$ cat src/rtl/draw_sprite_anim.sv
`default_nettype none
`ifndef BUS_WIDTH
`define BUS_WIDTH 37
`endif
// ============================================================================
//  Module   : draw_sprite_anim
//  Brief    : Animated, runtime-positioned sprite overlay with a 2-cycle pipeline.
//             ROM content is a generated pattern: ((row << 4) + col) ^ FILE, and 0
//             outside FILE_X x FILE_Y.
//  Revision : 1.0
// ============================================================================
module draw_sprite_anim #(
    parameter int          WIDTH        = 48,
    parameter int          HEIGHT       = 64,
    parameter int          FRAMES       = 4,
    parameter int          ADDR_WIDTH_X = 6,
    parameter int          ADDR_WIDTH_Y = 8,
    parameter int          SCALE_X_BITS = 0,
    parameter int          SCALE_Y_BITS = 0,
    parameter int          TRANSPARENCY = 1,
    parameter logic [11:0] ALPHA        = 12'h000,
    parameter int          FRAME_DIV    = 8,
    parameter int          FILE         = 0,
    parameter int          FILE_X       = WIDTH,
    parameter int          FILE_Y       = FRAMES * HEIGHT
) (
    input  logic                                      pclk,
    input  logic                                      rst,
    input  logic [`BUS_WIDTH:0]                       video_bus_in,
    output logic [`BUS_WIDTH:0]                       video_bus_out,
    input  logic [10:0]                               xpos,
    input  logic [10:0]                               ypos,
    input  logic                                      visible,
    input  logic                                      mirror,
    input  logic                                      anim_en,
    input  logic                                      anim_oneshot,
    input  logic                                      anim_restart,
    output logic [((FRAMES > 1) ? $clog2(FRAMES) : 1)-1:0] frame_idx,
    output logic                                      anim_done,
    output logic                                      sprite_px
);

    localparam int c_FI_W   = (FRAMES > 1) ? $clog2(FRAMES) : 1;
    localparam int c_DIV_W  = (FRAME_DIV > 1) ? $clog2(FRAME_DIV) : 1;
    localparam int c_RGB_W  = 12;
    localparam int c_VBLNK  = 12;
    localparam int c_HBLNK  = 13;
    localparam int c_VC_LSB = 16;
    localparam int c_HC_LSB = 27;
    localparam logic [11:0]        c_RECT_W   = 12'(WIDTH << SCALE_X_BITS);
    localparam logic [11:0]        c_RECT_H   = 12'(HEIGHT << SCALE_Y_BITS);
    localparam logic [c_FI_W-1:0]  c_LAST     = c_FI_W'(FRAMES - 1);
    localparam logic [c_DIV_W-1:0] c_DIV_LAST = c_DIV_W'(FRAME_DIV - 1);

    typedef enum logic [0:0] {
        S_RUN  = 1'b0,
        S_DONE = 1'b1
    } state_t;

    state_t               r_state, w_state_nxt;
    logic [c_FI_W-1:0]    w_frame_nxt;
    logic                 w_done_nxt;
    logic [c_DIV_W-1:0]   r_div_cnt, w_div_nxt;
    logic                 r_vblnk_prev;
    logic                 w_vbs, w_div_hit, w_step;
    logic [10:0]          r_xpos_l, r_ypos_l;
    logic                 r_vis_l, r_mir_l;

    assign w_vbs     = video_bus_in[c_VBLNK] & ~r_vblnk_prev;
    assign w_div_hit = (r_div_cnt == c_DIV_LAST);
    assign w_step    = w_vbs & anim_en & w_div_hit;

    // Frame-rate controls: shadows and the sequencer only move at vblank start.
    always_ff @(posedge pclk) begin
        if (rst) begin
            r_vblnk_prev <= 1'b0;
            r_xpos_l     <= '0;
            r_ypos_l     <= '0;
            r_vis_l      <= 1'b0;
            r_mir_l      <= 1'b0;
            r_state      <= S_RUN;
            frame_idx    <= '0;
            anim_done    <= 1'b0;
            r_div_cnt    <= '0;
        end else begin
            r_vblnk_prev <= video_bus_in[c_VBLNK];
            if (w_vbs) begin
                r_xpos_l <= xpos;
                r_ypos_l <= ypos;
                r_vis_l  <= visible;
                r_mir_l  <= mirror;
            end
            r_state   <= w_state_nxt;
            frame_idx <= w_frame_nxt;
            anim_done <= w_done_nxt;
            r_div_cnt <= w_div_nxt;
        end
    end

    always_comb begin
        w_state_nxt = r_state;
        w_frame_nxt = frame_idx;
        w_done_nxt  = anim_done;
        w_div_nxt   = r_div_cnt;
        if (w_vbs && anim_en) begin
            w_div_nxt = w_div_hit ? '0 : r_div_cnt + c_DIV_W'(1);
        end
        case (r_state)
            S_RUN: begin
                if (w_step) begin
                    if (frame_idx == c_LAST) begin
                        if (anim_oneshot) begin
                            w_state_nxt = S_DONE;
                            w_done_nxt  = 1'b1;
                        end else begin
                            w_frame_nxt = '0;
                        end
                    end else begin
                        w_frame_nxt = frame_idx + c_FI_W'(1);
                    end
                end
            end
            S_DONE: begin
                if (w_step && !anim_oneshot) begin
                    w_state_nxt = S_RUN;
                    w_frame_nxt = '0;
                    w_done_nxt  = 1'b0;
                end
            end
            default: w_state_nxt = S_RUN;
        endcase
        if (anim_restart) begin
            w_state_nxt = S_RUN;
            w_frame_nxt = '0;
            w_done_nxt  = 1'b0;
            w_div_nxt   = '0;
        end
    end

    // Stage 1: hit test and ROM address generation from the live bus.
    logic [11:0]             w_dx, w_dy, w_col_raw, w_col, w_row;
    logic                    w_in_rect;
    logic [ADDR_WIDTH_X-1:0] w_rom_col;
    logic [ADDR_WIDTH_Y-1:0] w_rom_row;
    logic [11:0]             w_rom_px;
    logic                    w_unused_addr_hi;

    assign w_dx      = {1'b0, video_bus_in[c_HC_LSB +: 11]} - {1'b0, r_xpos_l};
    assign w_dy      = {1'b0, video_bus_in[c_VC_LSB +: 11]} - {1'b0, r_ypos_l};
    assign w_in_rect = ~w_dx[11] & ~w_dy[11] & (w_dx < c_RECT_W) & (w_dy < c_RECT_H);
    assign w_col_raw = w_dx >> SCALE_X_BITS;
    assign w_col     = r_mir_l ? (12'(WIDTH - 1) - w_col_raw) : w_col_raw;
    assign w_row     = 12'(frame_idx) * 12'(HEIGHT) + (w_dy >> SCALE_Y_BITS);
    assign w_rom_col = w_col[ADDR_WIDTH_X-1:0];
    assign w_rom_row = w_row[ADDR_WIDTH_Y-1:0];
    // Address bits above the ROM size are dropped by design.
    assign w_unused_addr_hi = &{1'b0, w_col[11:ADDR_WIDTH_X], w_row[11:ADDR_WIDTH_Y]};

    always_comb begin
        w_rom_px = '0;
        if ((int'(w_rom_col) < FILE_X) && (int'(w_rom_row) < FILE_Y)) begin
            w_rom_px = ((12'(w_rom_row) << 4) + 12'(w_rom_col)) ^ 12'(FILE);
        end
    end

    // Stage 2: synchronous ROM data meets the delayed bus in the output mux.
    logic [`BUS_WIDTH:0] r_bus1;
    logic                r_hit1;
    logic [11:0]         r_rom_q;
    logic                w_transparent, w_draw;

    assign w_transparent = (TRANSPARENCY != 0) && (r_rom_q == ALPHA);
    assign w_draw        = r_hit1 & ~r_bus1[c_HBLNK] & ~r_bus1[c_VBLNK] & ~w_transparent;

    always_ff @(posedge pclk) begin
        if (rst) begin
            r_bus1        <= '0;
            r_hit1        <= 1'b0;
            r_rom_q       <= '0;
            video_bus_out <= '0;
            sprite_px     <= 1'b0;
        end else begin
            r_bus1        <= video_bus_in;
            r_hit1        <= r_vis_l & w_in_rect;
            r_rom_q       <= w_rom_px;
            video_bus_out <= {r_bus1[`BUS_WIDTH:c_RGB_W], w_draw ? r_rom_q : r_bus1[c_RGB_W-1:0]};
            sprite_px     <= w_draw;
        end
    end

endmodule
`default_nettype wire
$ cat config.mk
export PLATFORM = sky130hd
export DESIGN_NAME = draw_sprite_anim
export DESIGN_NICKNAME = d
export VERILOG_FILES = /design/src/rtl/draw_sprite_anim.sv
export SDC_FILE = /design/constraint.sdc
export NUM_CORES = 1
export LEC_CHECK = 0
export BUFFER_PORTS_ARGS = -buffer_cell sky130_fd_sc_hd__buf_2
export CORE_UTILIZATION = 40
export CTS_CLUSTER_SIZE = 24
export DETAILED_ROUTE_END_ITERATION = 10
export PLACE_DENSITY = 0.59
export SYNTH_ARGS = -nofsm -noshare
export SYNTH_HDL_FRONTEND = slang
export SYNTH_SLANG_ARGS = --single-unit
$ cat constraint.sdc
create_clock -name pclk -period 4.75 [get_ports pclk]
set_input_delay 0.475 -clock pclk [delete_from_list [all_inputs] [get_ports pclk]]
set_output_delay 0.475 -clock pclk [all_outputs]
set_load 0.005 [all_outputs]
==> impl_metrics.yaml, run 1 <==
outcome:
  status: "finished clean"
setup_path:
  critPathTopFamily: "compound AO/OA/AOI/OAI gates"
  path_buf_inv: 1
  required_ps: 5000
  worstSetupStartpointType: "register"
  end_kind: "register"
  path_class: "register to register"
  worst_path_max_delay_cell: "a2111oi_0"
  timing.rr.start: "r_xpos_l[1]"
  cp_cell_sequence: "inv_1 -> ha_1 -> nor2b_1 -> o31a_1 -> o21ai_0 -> nand2_1 -> xor2_1 -> ha_1 -> nand2b_1 -> nand3_1 -> ha_1 -> a21oi_1 -> a2111oi_0 -> nand4_1 -> xnor2_1 -> nor3_1"
  max_stage_delay_ps: 560
  critPathMaxFanout: 4
  cp_data_arrival_time_ps: 3980
  setup.worst_path.start: "r_xpos_l[1]"
  r2r_slack_ps: 1020
  cpMostUsedCell: "ha_1"
floorplan:
  dieHeight_um: 115
  io_pins: 109
  rows: 40
  die_width_um: 115
  core_um2: 12200
  dieArea_um2: 13100
  start_util_pct: 41.6
detailed_routing:
  drtAntennaViolNets: 0
  vias: 4003
  drtPass1Iterations: 4
  viasPerCell: 4.77
  routedWlPerCell_um: 12.9
  drt_iter0_markers: 224
  drc_errors: 0
  drt_wl_total_mm: 10.8
clock_network:
  clockBufferDepth: 2
  cts_setup_buffers: 0
  cts_sinks: 121
  clk-insertion-delay-late_ps: 410
  ctsHoldBuffers: 0
  cts_tree: "done"
  cts_buffers: 17
  cts_root_buffer: "clkbuf_16"
  clk_pin_slew_ps: 60
  ctsResizeCount: 0
  htreeDepth: 4
worst_hold_path:
  hold_path_class: "input pin to register"
  worstHoldStart: "video_bus_in[6]"
global_route:
  grt_use_total_pct: 17.5
  grt_max_degree: 66
  grt_pass1_wl_mm: 17.5
  grt_remaining_overflow: 0
  antenna_found_initial: 0
  grt_pass1_vias: 3733
logic_synthesis:
  ys_types: 49
  synth_top_area_share_pct: 47.7
  synthTopCellsByCount: "121 x dfxtp_1, 67 x nor2b_1, 61 x nand2_1, 41 x a21oi_1"
  seq_area_frac_synth_pct: 47.7
  ys.flop_type: "dfxtp_1"
  ys_warn_count: 0
  synth_nets: 654
  synth.area.top_cells: "dfxtp_1 48%, nor2b_1 8.3%, ha_1 7.1%"
  synth_largest_area_cell: "dfxtp_1"
  synth.cell_area_um2: 5070
  postSynthAreaPerCell_um2: 9.14
  synthCells: 555
  synth_edf_count: 0
  synth_most_common_cell: "dfxtp_1"
  synth_seq_cells: 121
  synthArstFlopShare_pct: 0
finish:
  fill_cells: 1192
  layout-drive-gt1-share_pct: 21.6
  finalNetCount: 758
  final_core_util_pct: 51.9
  antennaDiodeCount: 0
  ff_latch_area_um2: 2420
  multi_input_area_um2: 2430
  area_growth_pct: 25.0
  stdcell_area_um2: 6340
sta:
  hold_viol: 0
  fmax_mhz: 268
  setup_tns_ps: 0
  skew_ps: 5.69
  rsz0062_at_grt: "no"
  maxSlewHeadroom_pct: 32.0
  period_share_pct: 78.5
  worst_hold_slack_ps: 279
  setup_viol: 0
  fin_crit_ps: 3730
  tightest_slew_ps: 1020
  drv_slew: 0
placed_design:
  gp_congestion: 0.796
  dp_hpwl_mm: 8.14
  placed_cell_area_um2: 5750
  portBuffers: 108
pwr:
  power.density_nw_per_um2: 427
  leakage_nw: 2.87
  p_total_mw: 2.71
  ir_worst_vdd_v: 0.000213
flow_run:
  cap_violations: 0
per-stage QoR:
step / std cells / setup WS (ps)
2_1_floorplan: 555 / 1360
3_3_place_gp: 808 / 1080
3_5_place_dp: 808 / 865
4_1_cts: 840 / 1030
5_1_grt: 840 / 720
6_report: 840 / 1020
metal layers:
metal	wire length, um	GRT usage (%)	vias to the layer above
li1	-	-	2082
met1	5210	21.8	1800
met2	4810	27.7	96
met3	540	4.71	25
met4	249	8.74	0
met5	0	0	-
where the power goes:
group,switching (mW),total [mW],internal [mW]
logic,0.200,0.358,0.159
clock network,0.434,1.24,0.810
registers,0.0255,1.10,1.08
total,0.659,2.71,2.05
logic make-up after synthesis:
logic type	count (synthesis)	synth area share, %
adders and majority gates	32	8.33
muxes	12	2.37
AOI/OAI and AO/OA	97	12.2
buffers and inverters	59	4.39
xor gates and xnor gates	20	3.45
DFF	121	47.7
and+or+nand+nor	214	21.5
flip-flops by register name, summed over array words and instances, names as in the netlist:
register,cells
frame_idx,2
r_state,1
r_ypos_l,11
r_xpos_l,11
r_hit1,1
video_bus_out,38
r_rom_q,12
r_bus1,38
r_div_cnt,3
r_vis_l,1
anim_done,1
sprite_px,1
r_mir_l,1
worst paths after layout:
kind / to / cells past startpoint
max: r_rom_q[11] / 16
min: r_bus1[6] / 2
max reg2reg: r_rom_q[11] / 16
min reg2reg: video_bus_out[21] / 1
final cells by class:
| class | instances | area share [%] |
|---|---|---|
| clock inverter | 11 | 1.89 |
| clock buffer | 21 | 7.42 |
| inverter | 34 | 2.01 |
| tap | 168 | 3.31 |
| timing repair buffer | 110 | 8.80 |
| sequential | 121 | 38.2 |
| multi-input combinational | 375 | 38.4 |
cells in the final DEF (no fill, tap or decap), types with 5 or more instances in the layout:
cell type | Yosys | routed
nand3_1 | 7 | 7
nand2_1 | 61 | 61
clkbuf_16 | 0 | 17
nand4_1 | 5 | 5
a211oi_1 | 5 | 5
mux2i_1 | 12 | 12
inv_1 | 34 | 34
dfxtp_1 | 121 | 121
a21o_1 | 7 | 7
ha_1 | 29 | 29
nor2_1 | 34 | 34
xnor2_1 | 11 | 11
o21ai_0 | 13 | 13
nor3_1 | 16 | 16
nor2b_1 | 67 | 66
nand2b_1 | 6 | 6
buf_2 | 1 | 107
xor2_1 | 9 | 9
a21oi_1 | 41 | 41
(Power assumes the default switching activity.)
==> inputs of run 2 (changes only) <==
==> constraint.sdc (replaced) <==
create_clock -name pclk -period 3.6 [get_ports pclk]
set_input_delay 0.36 -clock pclk [delete_from_list [all_inputs] [get_ports pclk]]
set_output_delay 0.36 -clock pclk [all_outputs]
set_load 0.005 [all_outputs]
==> impl_metrics.yaml, run 2 (synthesis results as in run 1) <==
finish:
  layout-drive-gt1-share_pct: 22.0
  layout_commonest_cell: "dfxtp_1"
  finalNetCount: 761
  antennaDiodeCount: 0
  ff_latch_area_um2: 2420
  instances_no_fill: 842
  fill_cells: 1160
  stdcell_area_um2: 6370
  multi_input_area_um2: 2440
  layout_common_cells: "121 x dfxtp_1, 107 x buf_2, 66 x nor2b_1, 61 x nand2_1, 41 x a21oi_1"
  area_growth_pct: 25.5
  reg.largest.list: "r_bus1 (38), video_bus_out (38), r_rom_q (12)"
placed_design:
  dp_hpwl_mm: 8.44
  gp_congestion: 0.815
  dp_cells: 811
  portBuffers: 108
  placed_cell_area_um2: 5770
global_route:
  grt_max_degree: 64
  grt_pass1_wl_mm: 18.1
  grt_pass1_vias: 3826
  grt_use_total_pct: 18.3
  antenna_found_initial: 0
  grt_remaining_overflow: 0
setup_path:
  setup.worst_path.start: "r_xpos_l[1]"
  timing.rr.start: "r_xpos_l[1]"
  critPathMaxFanout: 4
  required_ps: 3930
  cp_data_arrival_time_ps: 3600
  path_class: "register to register"
  end_kind: "register"
  worstSetupStartpointType: "register"
  r2r_slack_ps: 320
pwr:
  leakage_nw: 2.88
  power.density_nw_per_um2: 566
  p_switching_uw: 893
  switching_share_pct: 24.8
  p_total_mw: 3.60
  p_seq_share_pct: 40.4
  ir_worst_vdd_v: 0.000293
  p_int_mw: 2.71
  combPwrFrac_pct: 13.5
  clockPowerShare_pct: 46.1
clock_network:
  clk-insertion-delay-late_ps: 410
  cts_root_buffer: "clkbuf_16"
  cts_tree: "done"
  clk_pin_slew_ps: 50
  cts_sinks: 121
  htreeDepth: 4
  cts_setup_buffers: 0
  clockBufferDepth: 2
  cts_buffers: 17
sta:
  maxSlewHeadroom_pct: 33.7
  setup_viol: 0
  period_share_pct: 91.0
  fin_crit_ps: 3280
  fmax_mhz: 305
  drv_slew: 0
  hold_viol: 0
  tightest_slew_ps: 995
  skew_ps: 8.47
  rsz0062_at_grt: "no"
worst_hold_path:
  hold_path_class: "input pin to register"
  worstHoldStart: "video_bus_in[14]"
outcome:
  status: "finished clean"
floorplan:
  start_util_pct: 41.6
  dieHeight_um: 115
  rows: 40
  dieArea_um2: 13100
  io_pins: 109
  core_um2: 12200
  die_width_um: 115
detailed_routing:
  routedWlPerCell_um: 13.5
  drtAntennaViolNets: 0
  vias: 3998
  wl_met1_mm: 5.58
  drt_iter0_markers: 218
  routed.top_layer: "met4"
  viasPerCell: 4.75
  met2RoutedLength_mm: 5.19
  drc_errors: 0
  wl_met3_um: 485
  drt_wl_total_mm: 11.3
  drtPass1Iterations: 4
flow_run:
  cap_violations: 0
[run 2: path summary, 6_finish.rpt]
path | endpoint | depth (start not counted)
max | r_rom_q[10] | 16
max reg2reg | r_rom_q[10] | 16
min | r_bus1[14] | 2
min reg2reg | video_bus_out[27] | 1
[run 2: worst max-delay path, stage by stage, from the launching register on]
cell and delay, ps:
dfxtp_1 370, inv_1 60, ha_1 260, nor2b_1 140
o31a_1 290, o21ai_1 190, nand2_1 90, xor2_1 150
ha_1 290, nand2b_1 160, nand3_1 130, inv_1 70
fa_1 450, nor2_1 160, nand4_1 120, xor2_1 170
nor3_1 120
[run 2: layer usage]
| metal | vias up | track usage [%] |
|---|---|---|
| li1 | 2082 | - |
| met1 | 1809 | 23.1 |
| met2 | 101 | 29.7 |
| met3 | 6 | 5.72 |
| met4 | 0 | 5.89 |
| met5 | - | 0 |
[run 2: repair_timing]
item                                    in CTS  in global routing
endpoints found under the hold margin        0                  0
endpoints found under the setup margin       0                  3
hold buffers                                 0                  0
gates resized for setup                      0                  3
[run 2: power groups by stage]
stage / clock network, mW / logic (mW) / registers, mW
4_1_cts: 1.70 / 0.486 / 1.46
3_5_place_dp: 0 / 0.482 / 1.49
6_report: 1.66 / 0.485 / 1.46
2_1_floorplan: 0 / 0.332 / 1.48
5_1_grt: 1.76 / 0.547 / 1.46
3_3_place_gp: 0 / 0.476 / 1.48
[run 2: stage by stage]
| stage | setup slack [ps] | setup TNS [ps] | hold WS (ps) | util [%] |
|---|---|---|---|---|
| after floorplan | 316 | 0 | 414 | - |
| after global placement | 59.8 | 0 | 417 | 47.3 |
| after detailed placement | -52.6 | -52.6 | 422 | 47.3 |
| after CTS | 28.4 | 0 | 147 | 52.1 |
| after global routing | 54.6 | 0 | 153 | 52.2 |
| final | 323 | 0 | 163 | 52.2 |
[run 2: layout make-up]
cell class,count,share of cell area (%)
Multi-Input combinational cell,375,38.3
Sequential cell,121,38.0
Timing Repair Buffer,113,9.12
Clock buffer,21,7.39
Tap cell,168,3.30
Inverter,34,2.00
Clock inverter,10,1.87
